**src/rtl/gesture_pkg.sv**
```systemverilog
// Shared definitions for the gesture front end.
// Holds the default coordinate width, finger slot indices (thumb side = 0)
// and the state encoding of the finger status tracker.
package gesture_pkg;

    localparam int unsigned COORD_W_DEF = 8;

    localparam int unsigned THUMB  = 0;
    localparam int unsigned INDEX  = 1;
    localparam int unsigned MIDDLE = 2;
    localparam int unsigned RING   = 3;
    localparam int unsigned PINKY  = 4;

    typedef enum logic [1:0] {
        IDLE   = 2'd0,
        SCAN   = 2'd1,
        COMMIT = 2'd2
    } tracker_state_t;

endpackage

```
**src/rtl/finger_debounce.sv**
```systemverilog
// One debounced finger flag.
// A per-frame raw flag must disagree with the held status for STABLE_FRAMES
// consecutive enabled frames before the status flips.
// Ports:
//   clk, rst       clock, synchronous active-high reset
//   en             one-cycle frame commit strobe
//   raw            raw flag for the frame being committed
//   status         registered debounced flag
//   status_next_c  value status takes at the next edge (combinational)
module finger_debounce #(
    parameter int unsigned STABLE_FRAMES = 3
) (
    input  logic clk,
    input  logic rst,
    input  logic en,
    input  logic raw,
    output logic status,
    output logic status_next_c
);

    localparam int unsigned CNT_W = $clog2(STABLE_FRAMES + 1);

    logic [CNT_W-1:0] cnt;
    logic [CNT_W-1:0] cnt_next;

    // Agree counter: advances on disagreement, flips the flag on the last one.
    always_comb begin
        cnt_next      = cnt;
        status_next_c = status;
        if (en) begin
            if (raw != status) begin
                if (cnt == CNT_W'(STABLE_FRAMES - 1)) begin
                    status_next_c = raw;
                    cnt_next      = '0;
                end else begin
                    cnt_next = cnt + 1'b1;
                end
            end else begin
                cnt_next = '0;
            end
        end
    end

    always_ff @(posedge clk) begin
        if (rst) begin
            cnt    <= '0;
            status <= 1'b0;
        end else begin
            cnt    <= cnt_next;
            status <= status_next_c;
        end
    end

endmodule

```
**src/rtl/finger_status_tracker.sv**
```systemverilog
// Finger status tracker.
// Scans a band of image rows just above the palm box, splits the palm width
// into N_FINGERS bins, flags a bin when a foreground run of MIN_RUN pixels is
// seen, and debounces the per-bin flags across frames.
// Ports:
//   clk, rst                      clock, synchronous active-high reset
//   frame_start, frame_end        frame delimiting pulses
//   pix_valid, pix, pix_r, pix_c  raster pixel stream
//   palm_valid, *_of_palm_*       palm box, sampled on frame_start
//   finger_status, finger_count   debounced flags and their population count
//   status_valid                  one-cycle pulse on every committed frame
module finger_status_tracker
    import gesture_pkg::*;
#(
    parameter int unsigned COORD_W       = COORD_W_DEF,
    parameter int unsigned N_FINGERS     = 5,
    parameter int unsigned SCAN_ROWS     = 4,
    parameter int unsigned MIN_RUN       = 2,
    parameter int unsigned STABLE_FRAMES = 3
) (
    input  logic                             clk,
    input  logic                             rst,
    input  logic                             frame_start,
    input  logic                             frame_end,
    input  logic                             pix_valid,
    input  logic                             pix,
    input  logic [COORD_W-1:0]               pix_r,
    input  logic [COORD_W-1:0]               pix_c,
    input  logic                             palm_valid,
    input  logic [COORD_W-1:0]               start_of_palm_r,
    input  logic [COORD_W-1:0]               start_of_palm_c,
    input  logic [COORD_W-1:0]               end_of_palm_r,
    input  logic [COORD_W-1:0]               end_of_palm_c,
    output logic [N_FINGERS-1:0]             finger_status,
    output logic [$clog2(N_FINGERS+1)-1:0]   finger_count,
    output logic                             status_valid
);

    localparam int unsigned CNT_W = $clog2(N_FINGERS + 1);
    localparam int unsigned BIN_W = (N_FINGERS > 1) ? $clog2(N_FINGERS) : 1;
    localparam int unsigned RUN_W = $clog2(MIN_RUN + 1);
    localparam int unsigned ACC_W = COORD_W + CNT_W + 1;

    tracker_state_t state;
    tracker_state_t state_next;

    logic [COORD_W-1:0]   band_lo;
    logic [COORD_W-1:0]   band_top;
    logic [COORD_W-1:0]   col_lo;
    logic [COORD_W-1:0]   col_hi;
    logic [ACC_W-1:0]     width;
    logic [N_FINGERS-1:0] raw;
    logic [RUN_W-1:0]     run;
    logic [ACC_W-1:0]     acc;
    logic [BIN_W-1:0]     bin;

    logic                 box_ok_c;
    logic                 start_scan_c;
    logic                 in_band_c;
    logic                 row_start_c;
    logic [BIN_W-1:0]     cur_bin_c;
    logic [ACC_W-1:0]     cur_acc_c;
    logic [RUN_W-1:0]     cur_run_c;
    logic [ACC_W-1:0]     acc_sum_c;
    logic                 wrap_c;
    logic                 bin_step_c;
    logic [RUN_W-1:0]     run_pix_c;
    logic [ACC_W-1:0]     acc_next_c;
    logic [BIN_W-1:0]     bin_next_c;
    logic [RUN_W-1:0]     run_next_c;
    logic [N_FINGERS-1:0] raw_next_c;
    logic [N_FINGERS-1:0] status_next_c;
    logic [CNT_W-1:0]     count_next_c;
    logic [COORD_W-1:0]   band_lo_c;
    logic                 box_unused_c;

    // The band sits above the palm top, so the bottom edge of the box is not needed.
    assign box_unused_c = ^end_of_palm_r;

    assign box_ok_c = palm_valid && (end_of_palm_c >= start_of_palm_c);

    // A new frame is accepted from IDLE, or restarts SCAN when no frame_end coincides.
    assign start_scan_c = frame_start && box_ok_c &&
                          ((state == IDLE) || ((state == SCAN) && !frame_end));

    assign band_lo_c = (start_of_palm_r > COORD_W'(SCAN_ROWS)) ?
                       (start_of_palm_r - COORD_W'(SCAN_ROWS)) : '0;

    // Pixels arriving in a frame_start cycle belong to no latched box and are ignored.
    assign in_band_c = (state == SCAN) && !frame_start && pix_valid &&
                       (pix_r >= band_lo) && (pix_r < band_top) &&
                       (pix_c >= col_lo) && (pix_c <= col_hi);

    // State register.
    always_ff @(posedge clk) begin
        if (rst) begin
            state <= IDLE;
        end else begin
            state <= state_next;
        end
    end

    // Next-state logic.
    always_comb begin
        state_next = state;
        case (state)
            IDLE: begin
                if (frame_start && box_ok_c) begin
                    state_next = SCAN;
                end
            end
            SCAN: begin
                if (frame_end) begin
                    state_next = COMMIT;
                end else if (frame_start && !box_ok_c) begin
                    state_next = IDLE;
                end
            end
            COMMIT: begin
                state_next = IDLE;
            end
            default: begin
                state_next = IDLE;
            end
        endcase
    end

    // Divider-free binning: acc accumulates N_FINGERS per pixel and wraps at the width.
    always_comb begin
        row_start_c = (pix_c == col_lo);
        cur_bin_c   = row_start_c ? '0 : bin;
        cur_acc_c   = row_start_c ? '0 : acc;
        cur_run_c   = row_start_c ? '0 : run;
        acc_sum_c   = cur_acc_c + ACC_W'(N_FINGERS);
        wrap_c      = (acc_sum_c >= width);
        acc_next_c  = wrap_c ? (acc_sum_c - width) : acc_sum_c;
        bin_step_c  = wrap_c && (cur_bin_c != BIN_W'(N_FINGERS - 1));
        bin_next_c  = bin_step_c ? (cur_bin_c + 1'b1) : cur_bin_c;

        run_pix_c = '0;
        if (pix) begin
            run_pix_c = (cur_run_c == RUN_W'(MIN_RUN)) ? cur_run_c : (cur_run_c + 1'b1);
        end
        // A run never spans two bins.
        run_next_c = bin_step_c ? '0 : run_pix_c;

        raw_next_c = raw;
        for (int i = 0; i < int'(N_FINGERS); i++) begin
            if ((run_pix_c == RUN_W'(MIN_RUN)) && (cur_bin_c == BIN_W'(i))) begin
                raw_next_c[i] = 1'b1;
            end
        end
    end

    // Population count of the flags being registered this cycle.
    always_comb begin
        count_next_c = '0;
        for (int i = 0; i < int'(N_FINGERS); i++) begin
            count_next_c = count_next_c + CNT_W'(status_next_c[i]);
        end
    end

    // Box latch, scan datapath and output strobes.
    always_ff @(posedge clk) begin
        if (rst) begin
            band_lo      <= '0;
            band_top     <= '0;
            col_lo       <= '0;
            col_hi       <= '0;
            width        <= '0;
            raw          <= '0;
            run          <= '0;
            acc          <= '0;
            bin          <= '0;
            status_valid <= 1'b0;
            finger_count <= '0;
        end else begin
            status_valid <= (state == COMMIT);
            finger_count <= count_next_c;
            if (start_scan_c) begin
                band_lo  <= band_lo_c;
                band_top <= start_of_palm_r;
                col_lo   <= start_of_palm_c;
                col_hi   <= end_of_palm_c;
                width    <= ACC_W'(end_of_palm_c) - ACC_W'(start_of_palm_c) + ACC_W'(1);
                raw      <= '0;
                run      <= '0;
                acc      <= '0;
                bin      <= '0;
            end else if (in_band_c) begin
                raw <= raw_next_c;
                run <= run_next_c;
                acc <= acc_next_c;
                bin <= bin_next_c;
            end
        end
    end

    // One debouncer per finger slot, all committed together.
    for (genvar g = 0; g < int'(N_FINGERS); g++) begin : g_deb
        finger_debounce #(
            .STABLE_FRAMES (STABLE_FRAMES)
        ) u_deb (
            .clk           (clk),
            .rst           (rst),
            .en            (state == COMMIT),
            .raw           (raw[g]),
            .status        (finger_status[g]),
            .status_next_c (status_next_c[g])
        );
    end

endmodule

```
**config.mk**
```make
export PLATFORM = sky130hd
export DESIGN_NAME = finger_status_tracker
export DESIGN_NICKNAME = d
export VERILOG_FILES = /design/src/rtl/gesture_pkg.sv /design/src/rtl/finger_debounce.sv /design/src/rtl/finger_status_tracker.sv
export SDC_FILE = /design/constraint.sdc
export NUM_CORES = 1
export LEC_CHECK = 0
export ABC_AREA = 0
export CAP_MARGIN = 20
export CORE_MARGIN = 2
export CORE_UTILIZATION = 52
export DETAILED_ROUTE_END_ITERATION = 7
export MAX_ROUTING_LAYER = met4
export PLACE_DENSITY = 0.78
export SYNTH_ARGS = -nofsm -noshare
export SYNTH_HDL_FRONTEND = slang
export SYNTH_SLANG_ARGS = --single-unit
```
**constraint.sdc**
```tcl
create_clock -name clk -period 3.7 [get_ports clk]
set_input_delay 0.555 -clock clk [delete_from_list [all_inputs] [get_ports clk]]
set_output_delay 0.555 -clock clk [all_outputs]
set_load 0.05 [all_outputs]
```
# After elaboration in Yosys (flattened, before gate mapping)
# Index checks and enable logic that the tools add are counted.
# totals
wordCells	139
out_inout_bits	9
register_bits	87
in_bits	55
# classes
add_sub_neg	16
n_reduce_logical	30
muxes	38
n_lt_le_gt_ge	7
n_eq_ne	22
# ops
cell	count
2-bit 2-to-1 mux	17
8-bit greater-or-equal comparator	3
12-bit 2-to-1 mux	2
1-bit logical AND	17
2-bit equality test (second input constant)	8
1-bit 2-to-1 mux	15
12-bit by 3-bit adder with 12-bit output (second input constant)	1
2-bit by 1-bit adder with 2-bit output (second input constant)	6
12-bit greater-or-equal comparator	1
2-bit AND reduction	6
12-bit subtractor	1
9-bit by 2-bit adder with 10-bit output (second input constant)	1
8-bit by 8-bit subtractor with 9-bit output	1
8-bit equality test	1
8-bit by 3-bit greater-than comparator with 1-bit output (second input constant)	1
8-bit less-or-equal comparator	1
8-bit < comparator	1
8-bit 2-to-1 mux	1
8-bit by 3-bit subtractor with 8-bit output (second input constant)	1
3-bit by 1-bit adder with 3-bit output	2
3-bit by 2-bit equality test with 1-bit output (second input constant)	2
3-bit 2-to-1 mux	2
1-bit != test	5
2-bit one-hot mux with 2 select lines	1
other kinds (14)	16

# Depth between registers and ports, before layout
# depth
depth_word	8
ltp_mapped	20
mapped_depth_nobuf	17

# Modules after synthesis
# From an unflattened synthesis, not the netlist that was laid out.
# unflattened
cells_unflattened	706
hier_area_um2	5813.1
# by_module_without_submodules
mod	cells_per_inst	area_per_inst_um2	instances	seq_area_each_um2
finger_status_tracker	631	5043.6	1	1401.3
finger_debounce	15	153.9	5	60.1

# Least setup slack after synthesis
# No wires, ideal clock.
# synth_timing
kind	input-to-reg
startpoint	input port pix_c[3]
endpoint	register acc[10]
n_path_buf	3
setup_slack_ns	-0.275
setup_time_ns	0.088
t_required_ns	3.612
arrival_time_ns	3.887
path_stages	19
path_cell_list	ha_1 and4_1 nand2_1 and2_1 ha_1 nor2_1 nor3_1 xnor2_1 nor2_1 ha_1 and4_1 a31oi_1 or2_1 buf_6 and2_4 buf_6 buf_6 a31o_1 a311oi_2
# synth_between
elab_chain_cells	5
word_cells_on_any_way	10
cone_classes	add/sub (2); order compare (3); eq/ne (1); mux (2); reduce/logical (2)
# synth_lines
element	line	source
from (decl)	finger_status_tracker.sv:28	input logic [COORD_W-1:0] pix_c,
8-bit equality test	finger_status_tracker.sv:130	row_start_c = (pix_c == col_lo);
12-bit 2-to-1 mux	finger_status_tracker.sv:132	cur_acc_c = row_start_c ? '0 : acc;
12-bit by 3-bit adder with 12-bit output	finger_status_tracker.sv:134	acc_sum_c = cur_acc_c + ACC_W'(N_FINGERS);
12-bit subtractor or 12-bit greater-or-equal comparator (tied branches)	finger_status_tracker.sv:136, finger_status_tracker.sv:135	
12-bit 2-to-1 mux	finger_status_tracker.sv:136	acc_next_c = wrap_c ? (acc_sum_c - width) : acc_sum_c;
to (signal assigned)	finger_status_tracker.sv:193	acc <= acc_next_c;
to (decl)	finger_status_tracker.sv:54	logic [ACC_W-1:0] acc;
# Several ways; a longest one is shown, not always the timed one.
# A chain may end at the register's enable or synchronous reset.

# Worst setup path in the final report
# layout_timing
startpoint	input port pix_c[5]
endpoint	register acc[6]
# Same word-level chain as after synthesis.

==> impl_results.md <==
- Outcome: complete, no violations
- Hold/Removal Path Class: reg2reg
- Post-route minimum period: ~3.6 ns
- Distinct cell type count after synthesis: 75
- Number of synthesized flops with an enable pin: 0
- Crit path kind: in2reg
- Largest family of logic cells by synthesized area: compound AO/OA/AOI/OAI gates
- Total wire length: between 15000 and 20000 µm
- Cells after Synth: a little under 700
- Worst slew margin: between 50% and 60%
- Max FO, Critical Path: 6
- Max-cap viol count: 0
- Clock Sinks: 85
- Total track usage: 27.8%
- P_leak: between 2 and 3 nW
- Commonest non-fill, non-tap cell in the layout: dfxtp_1
- Input/output buffers: 55
- Layout fillers: slightly above 900
- Worst R2R End: acc[6]$_SDFFE_PP0P_
- Rows: 38
- Layout cells sized above 1: between 15 and 20%
- CP endpoint: acc[6]$_SDFFE_PP0P_
- First drt pass iteration count: 5
- Final worst-path cycle share: 96.6%
- Worst Setup Start Kind: primary input
- CP arrival: just under 4 ns
- Post-synthesis register bit count: 85
- Peak VDD IR: about 0.00024 V
- Gpl congestion: 0.926
- Die Width: ~110 µm
- Most frequent cells in the layout: 85 x dfxtp_1, 65 x buf_4, 60 x inv_1
- Asr flop ratio synth: 0%
- Post-route setup TNS: 0 ns
- Pwr dens: approximately 340 nW/µm²
- Num CTS Buffers: 9
- Synth top area share: between 20% and 30%
- Core area: between 10000 and 15000 µm²
- Clk slew on worst S/H paths: around 0.090 ns
- Hold_buf cts: 0
- Worst skew pair latency: roughly 0.38 ns
- Fin nets: 910
- Cell accounting for the most synthesized area: dfxtp_1
- Reg2reg start: col_lo[1]$_SDFFE_PP0P_
- Full die area: ~12000 µm²
- Adder-Cell Fraction of Synth Area: between 10% and 20%
- Top post-synthesis cells by area: dfxtp_1 30%, ha_1 14%, a21oi_1 4.6%
- Vias in the first global route: around 5.4k
- Final hold viol count: 0
- Vias per cell: 5.77
- Vias: between 5k and 6k
- Initial antenna violation count: 0
- Simple-Gate Fraction of Synth Area: between 20% and 30%
- Compound-Gate Fraction of Synth Area: around a fifth
- Post-synth top flop: dfxtp_1
- Reg2reg path depth: 17
- Post-detail-place hpwl: ~12000 µm
- Design Power: approximately 0.0024 W
- Setup Skew: between 0.01 and 0.015 ns
- Synth Area per Inst: roughly 8.2 µm²
- Area Growth Syn to Fin: 27.9%
- Clock buffer depth: 2
- Tightest Pin Transition: 0.656 ns
- DR WL/cell: approximately 16 µm
- H-tree levels: 3
- Congestion Overflow GR: 0
- Max Fclk: ~280 MHz
- IO Pins: 64
- Final Setup Violations: 0
- CTS root buf: clkbuf_8
- Initial DRC count: ~390
- CP startpoint: pix_c[5]
- Die height: 109 µm
- Ys Warns: 0
- CP Capture Type: flop
- Register area share after synthesis: about 30%
- Initial Utilization: approximately 53%
- R2R Setup Slk: about 0.20 ns
- Final Max Slew Viols: 0
- Post-Syn Nets: 810
- Finished Layout Cells: about 930
- Cell Area, Synth: 5680 µm²
- Inserted Diodes: 0
- Cells after DPL: 914
- Xor/xnor share of the synthesized area: 4.47%
- CTS tree: built
- Antenna-violating nets left: 0
- Pin count of the biggest net entering global routing: 20
- Req. time, crit path: about 4.0 ns
- DR DRC count: 0
- First-pass GRT wire length: between 20000 and 30000 µm
- Mux contribution to synthesized area: ~2.2%
==> sequential cells by signal, indices dropped and copies added (netlist names), 3 cells and up <==
name / count
acc: 12
band_top: 8
raw: 5
finger_count: 3
width: 10
bin: 3
band_lo: 8
g_deb.u_deb.status: 5
col_hi: 8
col_lo: 8
g_deb.u_deb.cnt: 10
==> report_power, final <==
group	switching (W)	internal, W	total (W)
combinational	0.000341	0.000299	0.000640
clock	0.000350	0.000514	0.000864
sequential	0.00000729	0.000933	0.000941
total	0.000699	0.00175	0.00244
==> Yosys cell counts (13+ instances only) <==
cell and instances:
a21oi_1 52, buf_2 14, dfxtp_1 85, ha_1 62, inv_1 61, nand2_1 55, nand3_1 19, nor2_1 42
nor2b_1 13, nor3_1 21, o21ai_0 28, o22ai_1 25, xnor2_1 22
==> cell type report <==
| type | instances | area, µm² | area share (%) |
|---|---|---|---|
| tap | 140 | 175 | 2.41 |
| clock buffer | 9 | 124 | 1.70 |
| sequential | 85 | 1700 | 23.4 |
| timing repair buffer | 123 | 1080 | 14.9 |
| inverter | 62 | 245 | 3.37 |
| multi-input combinational | 508 | 3800 | 52.3 |
| clock inverter | 6 | 136 | 1.88 |
==> repair_timing <==
item / CTS / global route
buffers inserted: 3 / 0
pin swaps: 2 / 3
gates resized for setup: 9 / 15
setup endpoints to repair: 17 / 17
cloned: 0 / 1
==> routing by layer <==
layer	up-vias	global-route usage, %	wire [µm]
met5	-	-	0
met4	0	10.6	342
met3	33	3.62	699
met2	146	46.4	7390
met1	2528	34.1	6770
li1	2679	-	-
==> critical path: stages <==
cell	delay (ns)
dlygate4sd2_1	0.29
ha_4	0.28
and4_4	0.24
nand2_4	0.05
and2_4	0.15
ha_4	0.17
nor2_4	0.13
nor3b_2	0.07
xnor2_1	0.20
nor2_2	0.08
ha_4	0.29
and4_4	0.23
a31oi_2	0.09
or2_4	0.30
and2_4	0.18
o31a_1	0.33
a211oi_2	0.23
==> cells by family (layout without fill, tap and decap cells) <==
family	after synthesis	in the layout
adders and majority gates	66	66
DFF	85	85
buffers and inverters	97	200
xor gates and xnor gates	29	29
AOI/OAI and AO/OA	181	181
muxes	12	12
and+or+nand+nor	219	220
==> worst min-delay path by stage <==
stage	from	to	slack, ns	cells after the start
6_report	band_top[0]$_SDFFE_PP0P_	band_top[0]$_SDFFE_PP0P_	0.49	2
5_1_grt	band_lo[4]$_SDFFE_PP0P_	band_lo[4]$_SDFFE_PP0P_	0.52	2
4_1_cts	run[1]$_SDFFE_PP0P_	run[1]$_SDFFE_PP0P_	0.48	2
3_5_place_dp	band_top[0]$_SDFFE_PP0P_	band_top[0]$_SDFFE_PP0P_	0.45	2
3_3_place_gp	band_top[0]$_SDFFE_PP0P_	band_top[0]$_SDFFE_PP0P_	0.43	2
2_1_floorplan	band_top[0]$_SDFFE_PP0P_	band_top[0]$_SDFFE_PP0P_	0.42	2
==> through the flow <==
stage	instance area (µm²)	worst slack, ns	util, %	hold WS (ns)
after global routing	7270	-0.00627	67.7	0.517
after global placement	6920	-0.618	64.4	0.434
final	7270	0.126	67.7	0.488
after detailed placement	6920	-0.734	64.4	0.452
after floorplan	5870	-0.00211	-	0.420
after CTS	7190	0.000251	67.0	0.483
(Power assumes the default switching activity.)
